[config.mk]
export PLATFORM = sky130hd
export DESIGN_NAME = key_debounce
export DESIGN_NICKNAME = d
export VERILOG_FILES = /design/src/rtl/key_debounce.sv
export SDC_FILE = /design/constraint.sdc
export NUM_CORES = 1
export LEC_CHECK = 0
export BUFFER_PORTS_ARGS = -buffer_cell sky130_fd_sc_hd__buf_2
export CAP_MARGIN = 20
export CORE_AREA = 2 2 123 77
export DETAILED_ROUTE_END_ITERATION = 8
export DIE_AREA = 0 0 125 79
export PLACE_DENSITY_LB_ADDON = 0.12
export SYNTH_ARGS = -nofsm -noshare
export SYNTH_HDL_FRONTEND = slang
export SYNTH_SLANG_ARGS = --single-unit
[constraint.sdc]
create_clock -name clk -period 3.2 [get_ports clk]
set_clock_uncertainty 0.15 [all_clocks]
set_input_delay 0.32 -clock clk [delete_from_list [all_inputs] [get_ports clk]]
set_output_delay 0.32 -clock clk [all_outputs]
set_load 0.02 [all_outputs]
[src/rtl/key_debounce.sv]
`default_nettype none
// ============================================================================
// Module      : key_debounce
// Description : Per-bit two-flop synchroniser and stability-counter debouncer
//               with press/release strobes. Define KEY_DEBOUNCE_IRQ_EN to
//               build the sticky capture flags and irq output.
// Revision    : 1.0 - initial release
// ============================================================================
module key_debounce #(
    parameter int WIDTH           = 4,
    parameter int DEBOUNCE_CYCLES = 1000000,
    parameter bit ACTIVE_LOW      = 1'b1
) (
    input  logic             clk,
    input  logic             reset,
    input  logic [WIDTH-1:0] raw,
    output logic [WIDTH-1:0] level,
    output logic [WIDTH-1:0] press,
    // "release" is a reserved word, hence the suffix
    output logic [WIDTH-1:0] release_pulse,
    output logic [WIDTH-1:0] capture,
    input  logic [WIDTH-1:0] capture_clr,
    output logic             irq
);

    localparam int                 c_CNT_W   = $clog2(DEBOUNCE_CYCLES);
    localparam logic [c_CNT_W-1:0] c_CNT_MAX = c_CNT_W'(DEBOUNCE_CYCLES - 1);
    localparam logic [c_CNT_W-1:0] c_CNT_ONE = c_CNT_W'(1);

    logic [WIDTH-1:0]   w_norm;
    logic [WIDTH-1:0]   r_sync1;
    logic [WIDTH-1:0]   r_sync2;
    logic [WIDTH-1:0]   r_level;
    logic [WIDTH-1:0]   r_press;
    logic [WIDTH-1:0]   r_release;
    logic [c_CNT_W-1:0] r_cnt [WIDTH];

    // Normalise so that 1 always means pressed/asserted downstream
    assign w_norm = ACTIVE_LOW ? ~raw : raw;

    always_ff @(posedge clk) begin
        if (reset) begin
            r_sync1   <= '0;
            r_sync2   <= '0;
            r_level   <= '0;
            r_press   <= '0;
            r_release <= '0;
            for (int i = 0; i < WIDTH; i++) begin
                r_cnt[i] <= '0;
            end
        end else begin
            r_sync1 <= w_norm;
            r_sync2 <= r_sync1;
            for (int i = 0; i < WIDTH; i++) begin
                r_press[i]   <= 1'b0;
                r_release[i] <= 1'b0;
                if (r_sync2[i] == r_level[i]) begin
                    r_cnt[i] <= '0;
                end else if (r_cnt[i] == c_CNT_MAX) begin
                    r_level[i]   <= r_sync2[i];
                    r_cnt[i]     <= '0;
                    r_press[i]   <= r_sync2[i];
                    r_release[i] <= ~r_sync2[i];
                end else begin
                    r_cnt[i] <= r_cnt[i] + c_CNT_ONE;
                end
            end
        end
    end

    assign level         = r_level;
    assign press         = r_press;
    assign release_pulse = r_release;

`ifdef KEY_DEBOUNCE_IRQ_EN
    logic [WIDTH-1:0] r_capture;
    logic             r_irq;

    // A press arriving with a clear on the same bit keeps the flag set
    always_ff @(posedge clk) begin
        if (reset) begin
            r_capture <= '0;
            r_irq     <= 1'b0;
        end else begin
            r_capture <= r_press | (r_capture & ~capture_clr);
            r_irq     <= |r_capture;
        end
    end

    assign capture = r_capture;
    assign irq     = r_irq;
`else
    logic w_unused_clr;

    assign w_unused_clr = ^capture_clr;
    assign capture      = '0;
    assign irq          = 1'b0;
`endif

endmodule
`default_nettype wire

==> run metrics <==
status=complete, no violations; DR iter-0 viols=between 200 and 300; mux share of post-synthesis cell area=0%; CTS Sinks=100; Required @ worst endpoint=approximately 3.1 ns; largest net degree at the start of global routing=25; minimum clock period=about 2.5 ns; Fmax=397.2 MHz; Final Util=67.78%; Placed Instance Area=between 0.005 and 0.006 mm2; CP arrival=around 2.5 ns; met3 GRT Util=~5.3%; # rows=27; first-pass GRT wire length=about 16000 um; CTS Buf Count=9; GRT met1 Usage=between 20 and 30%; Layout fillers=690; Final Hold Fails=0; Netlist cell types=38; reg2reg start=r_cnt[2][12]; worst hold slack=about 0.25 ns; synth top area cells=edfxtp_1, dfxtp_1, xnor2_1; Synth Instances=502; First-pass DRT Iterations=5; # port buffers=17; Routed Antenna Nets=0; width of the die=125 um; # Max-Cap Violations=0; WS Path Type=flip-flop to flip-flop; fin crit share=78.68%; Routed WL per cell=approximately 13 um; number of diodes=0; via count=3845; Synth async-reset ratio=0%; die footprint=0.009875 mm2; CTS Buffer Depth=2; slew at the pin closest to its max-slew limit=around 0.51 ns; Post-Synth Simple-Gate Area=a little over a quarter; Main synth FF type=edfxtp_1; RSZ-0062 raised after global routing=no; ratio of cells with drive above 1 in the final layout=7.566%; H-tree lvl count=3; clock slew at reported path FFs=0.07 ns; Power Dens Cells=about 460 mW/mm2; GRT Util Overall=20.35%; via count of the first global-routing pass=3572; synthesis-to-finish area growth=16.24%; initial antenna violation count=0; nets=617; Worst IR Drop VDD=approximately 0.25 mV; met2 usage=between 30% and 40%; Design Area, Final=0.006000 mm2; Final setup viols=0; CTS tree=built; gr busiest metal=met2; top-count cell post-synth=edfxtp_1; CP Capture Type=flip-flop; post-synth top area share=46.55%; Die Y=79 um; EDFF count, synth=80; Post-DP HPWL=about 6900 um; total gr overflow=0; main combinational cell family by area after synthesis=simple AND/OR/NAND/NOR gates; setup tns final=0 ns; Syn Std Cell Area=0.005161 mm2; initial core utilization=58.31%; Yosys top cell by area=edfxtp_1; core area=0.008851 mm2; synthesized flop and latch total=100; Synth Warn #=0; number of buffers added for setup after CTS=0; P_leak=between 2 and 2.5 nW; Final Power=2.776 mW; vias per inst=~5.3; clock root cell=clkbuf_16; Synth Area in Compound Gates=6.570%; R2R cell count=4; hold depth=2; Post-synth top cells=edfxtp_1, nor2_1, xnor2_1, nand2_1, a21oi_1; Critical Path Start Type=flip-flop; r2r endpoint=r_cnt[2][9]; total routed wirelength=9515 um; clock latency on the worst-skew pair=0.35 ns; sequential share of the synthesized area=54.30%; syn_area_per_cell=10.28 um2; Ports=27; Worst slew margin=~66%; Hold Crit Start=reset; Synth Area in Adders=0.9697%; R2R Setup Slk=0.68 ns; DRC=0; gpl congestion=0.8089; hold path endpoint=r_sync1[0]; post-synthesis xor/xnor area fraction=8.655%; maximum fanout along the worst path=19; Hold Crit Class=primary input to flip-flop; Final Max Slew Viols=0
==> sequential cells by signal, indices dropped and copies added (netlist names) <==
register	flops
level	4
press	4
r_cnt	80
r_sync1	4
r_sync2	4
release_pulse	4
==> power by group <==
part           switching [mW]  total (mW)  internal (mW)
clock network           0.472        1.16          0.685
registers              0.0545        1.51           1.45
logic                  0.0692       0.114         0.0443
==> worst max path at each step <==
stage          cells after the start    startpoint           end
6_report                           4  r_cnt[2][12]   r_cnt[2][9]
5_1_grt                            4  r_cnt[2][12]   r_cnt[2][9]
4_1_cts                            4  r_cnt[2][12]   r_cnt[2][9]
3_5_place_dp                       4  r_cnt[2][12]   r_cnt[2][9]
3_3_place_gp                       4  r_cnt[2][12]  r_cnt[2][14]
2_1_floorplan                      5  r_cnt[2][12]   r_cnt[2][7]
==> worst max-delay path, stage by stage (launching register included) <==
cell and delay (ns):
edfxtp_1 0.45, or4b_1 0.57, or4_4 0.53, o21ai_4 0.44, nor2_1 0.11
==> layer usage <==
layer	wire, um	part of all wire (%)
met5	0	0
met3	344	3.6
met1	4663	49
met4	74	0.78
met2	4432	47
==> per-stage QoR <==
step | setup WS (ns) | std cells
2_1_floorplan | 0.8830 | 585
3_3_place_gp | 0.7431 | 704
3_5_place_dp | 0.6785 | 704
4_1_cts | 0.6686 | 724
5_1_grt | 0.5574 | 724
6_report | 0.6823 | 724
==> final cells by class <==
cell class                 instances  area (um2)  area share, %
sequential                       100        2803          46.72
tap                              116       145.1          2.419
multi-input combinational        451        2519          41.98
clock buffer                      10       229.0          3.816
inverter                          16       60.06          1.001
timing repair buffer              25       155.1          2.586
clock inverter                     6       88.84          1.481
==> cells in the final DEF (no fill, tap or decap), types with 13 or more instances in the layout <==
cell type,synthesis,layout
a21oi_1,29,29
buf_2,1,17
conb_1,2,85
dfxtp_1,20,20
edfxtp_1,80,80
inv_1,16,16
nand2_1,30,30
nand3_1,26,26
nand4_1,20,20
nor2_1,68,68
nor3_1,15,15
o21ai_0,18,16
or3_1,15,15
or4_1,13,13
xnor2_1,38,38
xor2_1,13,13
==> cell families (layout without fill, tap and decap cells) <==
family	after synthesis	after routing
XOR/XNOR	51	51
other	2	85
AND/OR/NAND/NOR	251	251
AO/OA/AOI/OAI	60	60
buffers and inverters	34	57
adder cells (fa/ha/maj)	4	4
flip-flops	100	100
==> repair_timing <==
item	4_1_cts	5_1_grt
endpoints found under the hold margin	4	0
hold buffers	4	0
resized for setup	0	0
Note: power is estimated with default switching activity, not from simulation.
